## src/rtl/opvc_ctrl.sv

```systemverilog
// Odd/even virtual-channel output controller: the phase pushes into VC[polarity] and pops from VC[~polarity].
// Optional feature macro: OPVC_GRANT_CHECK_EN (sticky illegal-grant detector on grant_err).
module opvc_ctrl #(
    parameter int DATA_W = 64,
    parameter int NUM_IN = 5,
    parameter int DEPTH  = 2
) (
    input  logic                     clk,
    input  logic                     reset,
    input  logic                     polarity,
    input  logic [NUM_IN-1:0]        grant,
    input  logic [NUM_IN*DATA_W-1:0] data_in,
    input  logic                     receive_output,
    output logic [DATA_W-1:0]        data_out,
    output logic                     send_output,
    output logic [NUM_IN-1:0]        clear,
    output logic [1:0]               full,
    output logic [1:0]               empty,
    output logic                     grant_err
);

    localparam int AW = (DEPTH > 1) ? $clog2(DEPTH) : 1;
    localparam int CW = $clog2(DEPTH) + 1;
    localparam logic [CW-1:0] FULL_CNT = CW'(DEPTH);

    logic              grant_nonzero;
    logic              grant_onehot;
    logic              push_ok;
    logic              pop_ok;
    logic [DATA_W-1:0] sel_flit;
    logic [DATA_W-1:0] masked_flit [NUM_IN];
    logic [DATA_W-1:0] head_flit   [2];

    logic [DATA_W-1:0] data_out_q, data_out_d;
    logic              send_q, send_d;
    logic [NUM_IN-1:0] clear_q, clear_d;

    assign grant_nonzero = (grant != '0);
    assign grant_onehot  = grant_nonzero && ((grant & (grant - 1'b1)) == '0);

    // AND-OR flit mux; only meaningful when the grant is one-hot.
    genvar gi;
    generate
        for (gi = 0; gi < NUM_IN; gi++) begin : g_mask
            assign masked_flit[gi] = grant[gi] ? data_in[gi*DATA_W +: DATA_W] : '0;
        end
    endgenerate

    always_comb begin
        sel_flit = '0;
        for (int i = 0; i < NUM_IN; i++) begin
            sel_flit = sel_flit | masked_flit[i];
        end
    end

    assign push_ok = grant_onehot && !full[polarity];
    assign pop_ok  = receive_output && !empty[!polarity];

    generate
        for (gi = 0; gi < 2; gi++) begin : g_vc
            logic [DATA_W-1:0] mem [DEPTH];
            logic [AW-1:0]     wr_ptr_q, wr_ptr_d;
            logic [AW-1:0]     rd_ptr_q, rd_ptr_d;
            logic [CW-1:0]     cnt_q, cnt_d;
            logic              push_v;
            logic              pop_v;

            assign push_v = push_ok && (polarity == 1'(gi));
            assign pop_v  = pop_ok  && (polarity != 1'(gi));

            assign full[gi]      = (cnt_q == FULL_CNT);
            assign empty[gi]     = (cnt_q == '0);
            assign head_flit[gi] = mem[rd_ptr_q];

            // Push and pop never hit the same VC in one cycle, so count moves by at most one.
            always_comb begin
                wr_ptr_d = wr_ptr_q;
                rd_ptr_d = rd_ptr_q;
                cnt_d    = cnt_q;
                if (push_v) begin
                    wr_ptr_d = wr_ptr_q + 1'b1;
                    cnt_d    = cnt_q + 1'b1;
                end
                if (pop_v) begin
                    rd_ptr_d = rd_ptr_q + 1'b1;
                    cnt_d    = cnt_q - 1'b1;
                end
            end

            always_ff @(posedge clk) begin
                if (reset) begin
                    wr_ptr_q <= '0;
                    rd_ptr_q <= '0;
                    cnt_q    <= '0;
                end else begin
                    wr_ptr_q <= wr_ptr_d;
                    rd_ptr_q <= rd_ptr_d;
                    cnt_q    <= cnt_d;
                end
            end

            // Storage carries no reset so it can map onto RAM; reset still blocks the write.
            always_ff @(posedge clk) begin
                if (push_v && !reset) begin
                    mem[wr_ptr_q] <= sel_flit;
                end
            end
        end
    endgenerate

    always_comb begin
        data_out_d = data_out_q;
        send_d     = 1'b0;
        clear_d    = '0;
        if (pop_ok) begin
            data_out_d = head_flit[!polarity];
            send_d     = 1'b1;
        end
        if (push_ok) begin
            clear_d = grant;
        end
    end

    always_ff @(posedge clk) begin
        if (reset) begin
            data_out_q <= '0;
            send_q     <= 1'b0;
            clear_q    <= '0;
        end else begin
            data_out_q <= data_out_d;
            send_q     <= send_d;
            clear_q    <= clear_d;
        end
    end

    assign data_out    = data_out_q;
    assign send_output = send_q;
    assign clear       = clear_q;

`ifdef OPVC_GRANT_CHECK_EN
    logic grant_err_q, grant_err_d;

    always_comb begin
        grant_err_d = grant_err_q;
        if (grant_nonzero && !grant_onehot) begin
            grant_err_d = 1'b1;
        end
    end

    always_ff @(posedge clk) begin
        if (reset) begin
            grant_err_q <= 1'b0;
        end else begin
            grant_err_q <= grant_err_d;
        end
    end

    assign grant_err = grant_err_q;
`else
    assign grant_err = 1'b0;
`endif

endmodule

```

## config.mk

```make
export PLATFORM = sky130hd
export DESIGN_NAME = opvc_ctrl
export DESIGN_NICKNAME = d
export VERILOG_FILES = /design/src/rtl/opvc_ctrl.sv
export SDC_FILE = /design/constraint.sdc
export NUM_CORES = 1
export LEC_CHECK = 0
export ABC_AREA = 1
export CORE_UTILIZATION = 40
export CTS_BUF_LIST = sky130_fd_sc_hd__clkbuf_8
export CTS_CLUSTER_DIAMETER = 40
export CTS_CLUSTER_SIZE = 8
export DETAILED_ROUTE_END_ITERATION = 6
export DONT_BUFFER_PORTS = 1
export PLACE_DENSITY = 0.68
export SKIP_LAST_GASP = 1
export SLEW_MARGIN = 20
export SYNTH_ARGS = -nofsm -noshare
export SYNTH_HDL_FRONTEND = slang
export SYNTH_SLANG_ARGS = --single-unit
```

## constraint.sdc

```tcl
create_clock -name clk -period 7.65 [get_ports clk]
set_clock_uncertainty 0.05 [all_clocks]
set_input_delay 2.295 -clock clk [delete_from_list [all_inputs] [get_ports clk]]
set_output_delay 2.295 -clock clk [all_outputs]
set_load 0.02 [all_outputs]
```

Yosys cells after proc, flatten, opt, wreduce, memory -nomap -nowiden
Memories as Yosys holds them, arrays and structs flattened. A register that Yosys moved wholly into a read port is not among the register bits.
Cells that the tools add are included.

storage, ports and cells
  logic and storage cells = 78
  register bits after elaboration = 78
  input bits = 329
  memories = 2
  output and inout port bits = 75
  memory bits (writable) = 256

memory list
  memory       depth  bits a word  read ports  clocked after memory_dff  write ports  line  RTL
  g_vc[0].mem  2      64           1           1                         1            61    logic [DATA_W-1:0] mem [DEPTH];
  g_vc[1].mem  2      64           1           1                         1            61

cells by class
  add/subtract/negate cells = 9
  eq/ne operators = 2
  muxes and demuxes = 25
  reductions and logical operators = 20
  bitwise gates (word level) = 8
  order comparisons = 3

operator list
  operator                                                                      count
  64-bit two-way mux                                                            8
  64-bit OR                                                                     4
  1-bit two-way mux                                                             13
  1-bit logical AND                                                             9
  2-bit two-way mux                                                             4
  5-bit AND                                                                     1
  5-bit zero test                                                               1
  5-bit nonzero test                                                            1
  5-bit by 1-bit subtractor with 5-bit output, second input constant            1
  1-bit adder, second input constant                                            4
  2-bit by 1-bit adder with 2-bit output, second input constant                 2
  2-bit equality test, second input constant                                    2
  1-bit zero test                                                               4
  2-bit zero test                                                               2
  1-bit by 2-bit less-than comparator with 1-bit output, second input constant  2
  2-bit nonzero test                                                            2
  2-bit by 1-bit subtractor with 2-bit output, second input constant            2
  2-bit greater-or-equal comparator, second input constant                      1
  1-bit NOT                                                                     2
  1-bit NOT with 2-bit output                                                   1
  2-bit OR reduction                                                            1

Logic depth before layout (Yosys ltp)
  depth in word-level cells = 9
  mapped depth = 9
  gate-level depth less buffers = 9

Worst setup path before layout
OpenSTA, ideal clock, no wires.

  path kind = in2reg
  start = in grant[3]
  end = mem g_vc[1].mem[1][0] (enable)
  stages = 7
  setup slack = -0.162 ns
  data required time = 7.035 ns
  setup time = 0.565 ns
  path buffers = 0
  arrival time = 7.197 ns
  cells stage by stage = inv_1 nand2_1 nand2_1 nand2_1 nor2_4 nand3_1 nor3_1

on the way
  longest elaborated chain between the ends = 9
  elaborated cells between the ends (all ways) = 10
  classes of those cells = add/sub: 1; mux: 2; bitwise: 1; reduce/logical: 6

ends and longest elaborated chain
  what                                         line  RTL
  start: declaration                           11    input logic [NUM_IN-1:0] grant,
  5-bit by 1-bit subtractor with 5-bit output  39    assign grant_onehot = grant_nonzero && ((grant & (grant - 1'b1)) == '0);
  5-bit AND                                    39
  5-bit zero test                              39
  1-bit logical AND *                          39
  1-bit logical AND *                          56    assign push_ok = grant_onehot && !full[polarity];
  1-bit logical AND *                          68    assign push_v = push_ok && (polarity == 1'(gi));
  1-bit logical AND *                          104   if (push_v && !reset) begin
  1-bit two-way mux *                          104
  1-bit two-way mux (implied by the code) *    105   mem[wr_ptr_q] <= sel_flit;
  end: declaration                             61

Mark *: on every way between the ends. The rest lies on a longest branch, timed or not.

Final worst setup path
  start = in polarity
  end = mem g_vc[0].mem[0][8] (enable)

on the way
  longest elaborated chain between the ends = 8
  elaborated cells between the ends (all ways) = 9
  classes of those cells = mux: 4; bitwise: 1; reduce/logical: 4

ends and longest elaborated chain
  what                                                  line  RTL
  start: declaration                                    10    input logic polarity,
  1-bit two-way mux (implied by the code) (2 in a row)  56
  1-bit zero test                                       56
  1-bit logical AND                                     56
  1-bit logical AND *                                   68
  1-bit logical AND *                                   104
  1-bit two-way mux *                                   104
  1-bit two-way mux (implied by the code) *             105
  end: declaration                                      61

Mark *: on every way between the ends. The rest lies on a longest branch, timed or not. The select of a mux whose other input is x is not followed.

==> results.yml <==
cells_and_area:
  multi_input_comb_area_um2: 4680
  proportion_of_layout_cells_with_a_drive_suffix_above_1_pct: 7.89
  flow.area_growth_from_synthesis_pct: 8.75
  post-route-util_pct: 44.6
  layout.cells.non_filler: 1894
  fillers: 3279
  ff_latch_area_um2: 9300
  fin_nets: 1718
  diodes: 0
yosys:
  synth_enable_flop_cells: 256
  synthesis.nets: 1745
  yosysWarningCount: 0
  ys.flop_type: "edfxtp_1"
  synth-seq-cells: 336
  mappedNetlistArea_um2: 14700
  post_synth_inst_count: 1416
  async_set_or_reset_flop_fraction_in_the_synthesized_netlist_pct: 0
  synth-seq-area-share_pct: 63.3
  synth.lib_cells_used.distinct: 28
  syn-mean-instance-area_um2: 10.4
sta:
  fmax_ghz: 0.237
  timing_hold_violations_final: 0
  worst_slew_margin_rel_pct: 39.2
  grt_setup_unrepaired: "no"
  period_needed_ps: 4220
  max_slew.worst_pin.slew_ps: 912
  final_worst_path_period_share_pct: 55.2
  maxSlewViolCount: 0
  setup_viol_count_final: 0
power_and_ir_drop:
  post-layout-total-power_mw: 3.80
  static-leakage-power_nw: 5.60
  max-vdd-ir-drop_uv: 110
  power.density_cell_area_nw_per_um2: 238
setup_path:
  r2r_setup_slack_ps: 4870
  cp.arrival_ps: 4360
  type_of_destination_of_the_critical_path: "flip-flop"
  timing.setup.critical_path_class: "input pin to flip-flop"
  worst_path_cell_chain: "inv_4 > nand3_1 > nand2_1 > nor2_4 > nand4_1 > nor2_4 > buf_4"
  critPathMostFrequentCell: "nor2_4"
  crit_path_max_fanout: 46
  slowest_stage: "nor2_4"
  worst_path_largest_cell_delay_ps: 690
  r2r-start: "g_vc[1].cnt_q[0]$_SDFFE_PP0P_"
  crit_path_start: "polarity"
  cp_data_required_time_ps: 7790
  startpoint_type: "input pin"
clock_tree:
  cts_tree: "done"
  cts_made_buffers: 53
  clkLatencyLatePin_ps: 590
  cts_repair_resize_count: 0
  cts_buffer_depth: 3
  h_tree_levels: 2
  postCtsHoldBufs: 0
  clkSinkCount: 336
  root_buffer: "clkbuf_8"
  cts_setup_buffers: 0
  worst_setup_hold_path_clk_slew_ps: 60
grt:
  via_count_of_the_first_global_routing_pass: 9963
  grt_use_total_pct: 19.0
  antenna_violations_before_repair: 0
  grt_start_max_net_pins: 90
  grt_first_pass_wirelength_um: 55100
  grt_remaining_overflow: 0
place:
  gp_congestion: 0.778
  place.detailed.instances: 1795
  placement.io_buffers: 0
  detailedPlacementHpwl_um: 22200
floorplanning:
  die_area_um2: 37500
  floorplan.io_pins: 404
  die_x_um: 194
  fp-row-count: 69
  die_height_um: 194
  effective_utilization_at_floorplan_pct: 41.0
  core_region_area_um2: 35800
drt:
  drt_iter0_markers: 538
  detail_route.wirelength_um: 36600
  detail_route.first_pass.iterations: 5
  routed_wire_length_per_instance_um: 19.3
  detail_route.drc_violations: 0
  route.antenna.remaining_nets: 0
  routed-via-count: 10200
  vias_per_cell: 5.39
min_path:
  hold_start: "g_vc[1].wr_ptr_q$_SDFFE_PP0P_"
  hold_path.class: "flip-flop to flip-flop"
run:
  drv_cap: 0
outcome:
  status: "finished clean"
==> cell families after synthesis <==
logic type      count (synthesis)  share of synthesized area [%]
compound gates                264                           12.1
simple gates                  575                           15.1
mux                            64                           4.36
xor+xnor                        2                          0.119
other cells                     1                         0.0255
buf+inv                       174                           5.05
flops                         336                           63.3
==> through the flow <==
step           hold WS [ps]  worst slack, ps  TNS [ps]  instance area (um2)
3_3_place_gp            395             2820         0                14900
3_5_place_dp            404             2780         0                14900
4_1_cts                 412             3400         0                16000
6_report                409             3430         0                16000
2_1_floorplan           391             -162    -20690                14700
5_1_grt                 417             3250         0                16000
==> where the power goes <==
part           internal (mW)  switching (mW)
clock                  0.752           0.689
combinational         0.0956           0.187
sequential              2.01          0.0635
==> layout by cell type, fill, tap and decap left out, types with 58 or more instances in the layout <==
cell      instances
nand2_1         525
edfxtp_1        256
inv_1           109
dfxtp_1          78
a221oi_1         64
mux2i_1          64
o211ai_1         64
o21ai_0          60
clkbuf_8         60
a21oi_1          58
==> synth_stat cells, types with 2 or more instances <==
master	number	share of area (%)
nand2_1	525	13
edfxtp_1	256	52
dfxtp_1	80	11
inv_1	78	2.0
a221oi_1	64	3.8
mux2i_1	64	4.4
o211ai_1	64	3.3
o21ai_0	60	2.0
a21oi_1	58	2.0
clkbuf_1	51	1.3
buf_2	25	0.85
nor2_1	22	0.56
a21oi_2	11	0.66
nand2_2	11	0.47
nand3_1	10	0.34
buf_1	8	0.20
buf_6	6	0.46
o21ai_1	5	0.17
buf_4	3	0.15
inv_2	3	0.077
nor3_1	3	0.10
nand4_1	2	0.085
xor2_1	2	0.12
==> final timing paths <==
check | depth (start not counted) | endpoint
worst min register to register | 2 | g_vc[1].wr_ptr_q$_SDFFE_PP0P_
worst max register to register | 7 | g_vc[0].mem[0][8]$_DFFE_PP_
worst max-delay path | 7 | g_vc[0].mem[0][8]$_DFFE_PP_
worst min-delay path | 2 | g_vc[1].wr_ptr_q$_SDFFE_PP0P_
==> cell type report <==
cell class                      count  share of cell area (%)
Clock inverter                     39                    1.22
Multi-Input combinational cell    906                    29.3
Clock buffer                       60                    5.17
Inverter                           81                    1.92
Sequential cell                   336                    58.2
Timing Repair Buffer               11                   0.517
Tap cell                          461                    3.61
==> registers in the layout, indices dropped and copies added (netlist names), named ones only <==
name / flops
g_vc.wr_ptr_q: 2
send_output: 1
g_vc.mem: 256
clear: 5
g_vc.rd_ptr_q: 2
g_vc.cnt_q: 4
data_out: 64
==> metal layers <==
layer	global-route usage, %	vias up	wire [um]
met4	8.27	0	1200
met1	23.0	4803	15400
met2	33.0	449	17900
met3	3.66	78	2180
met5	0	-	0
li1	-	4874	-
==> critical path, delay by kind of cell <==
kind	cells	cell delay [ps]
buffers and inverters	2	790
and+or+nand+nor	5	1260
No activity file was read; power rests on OpenSTA's default activity.
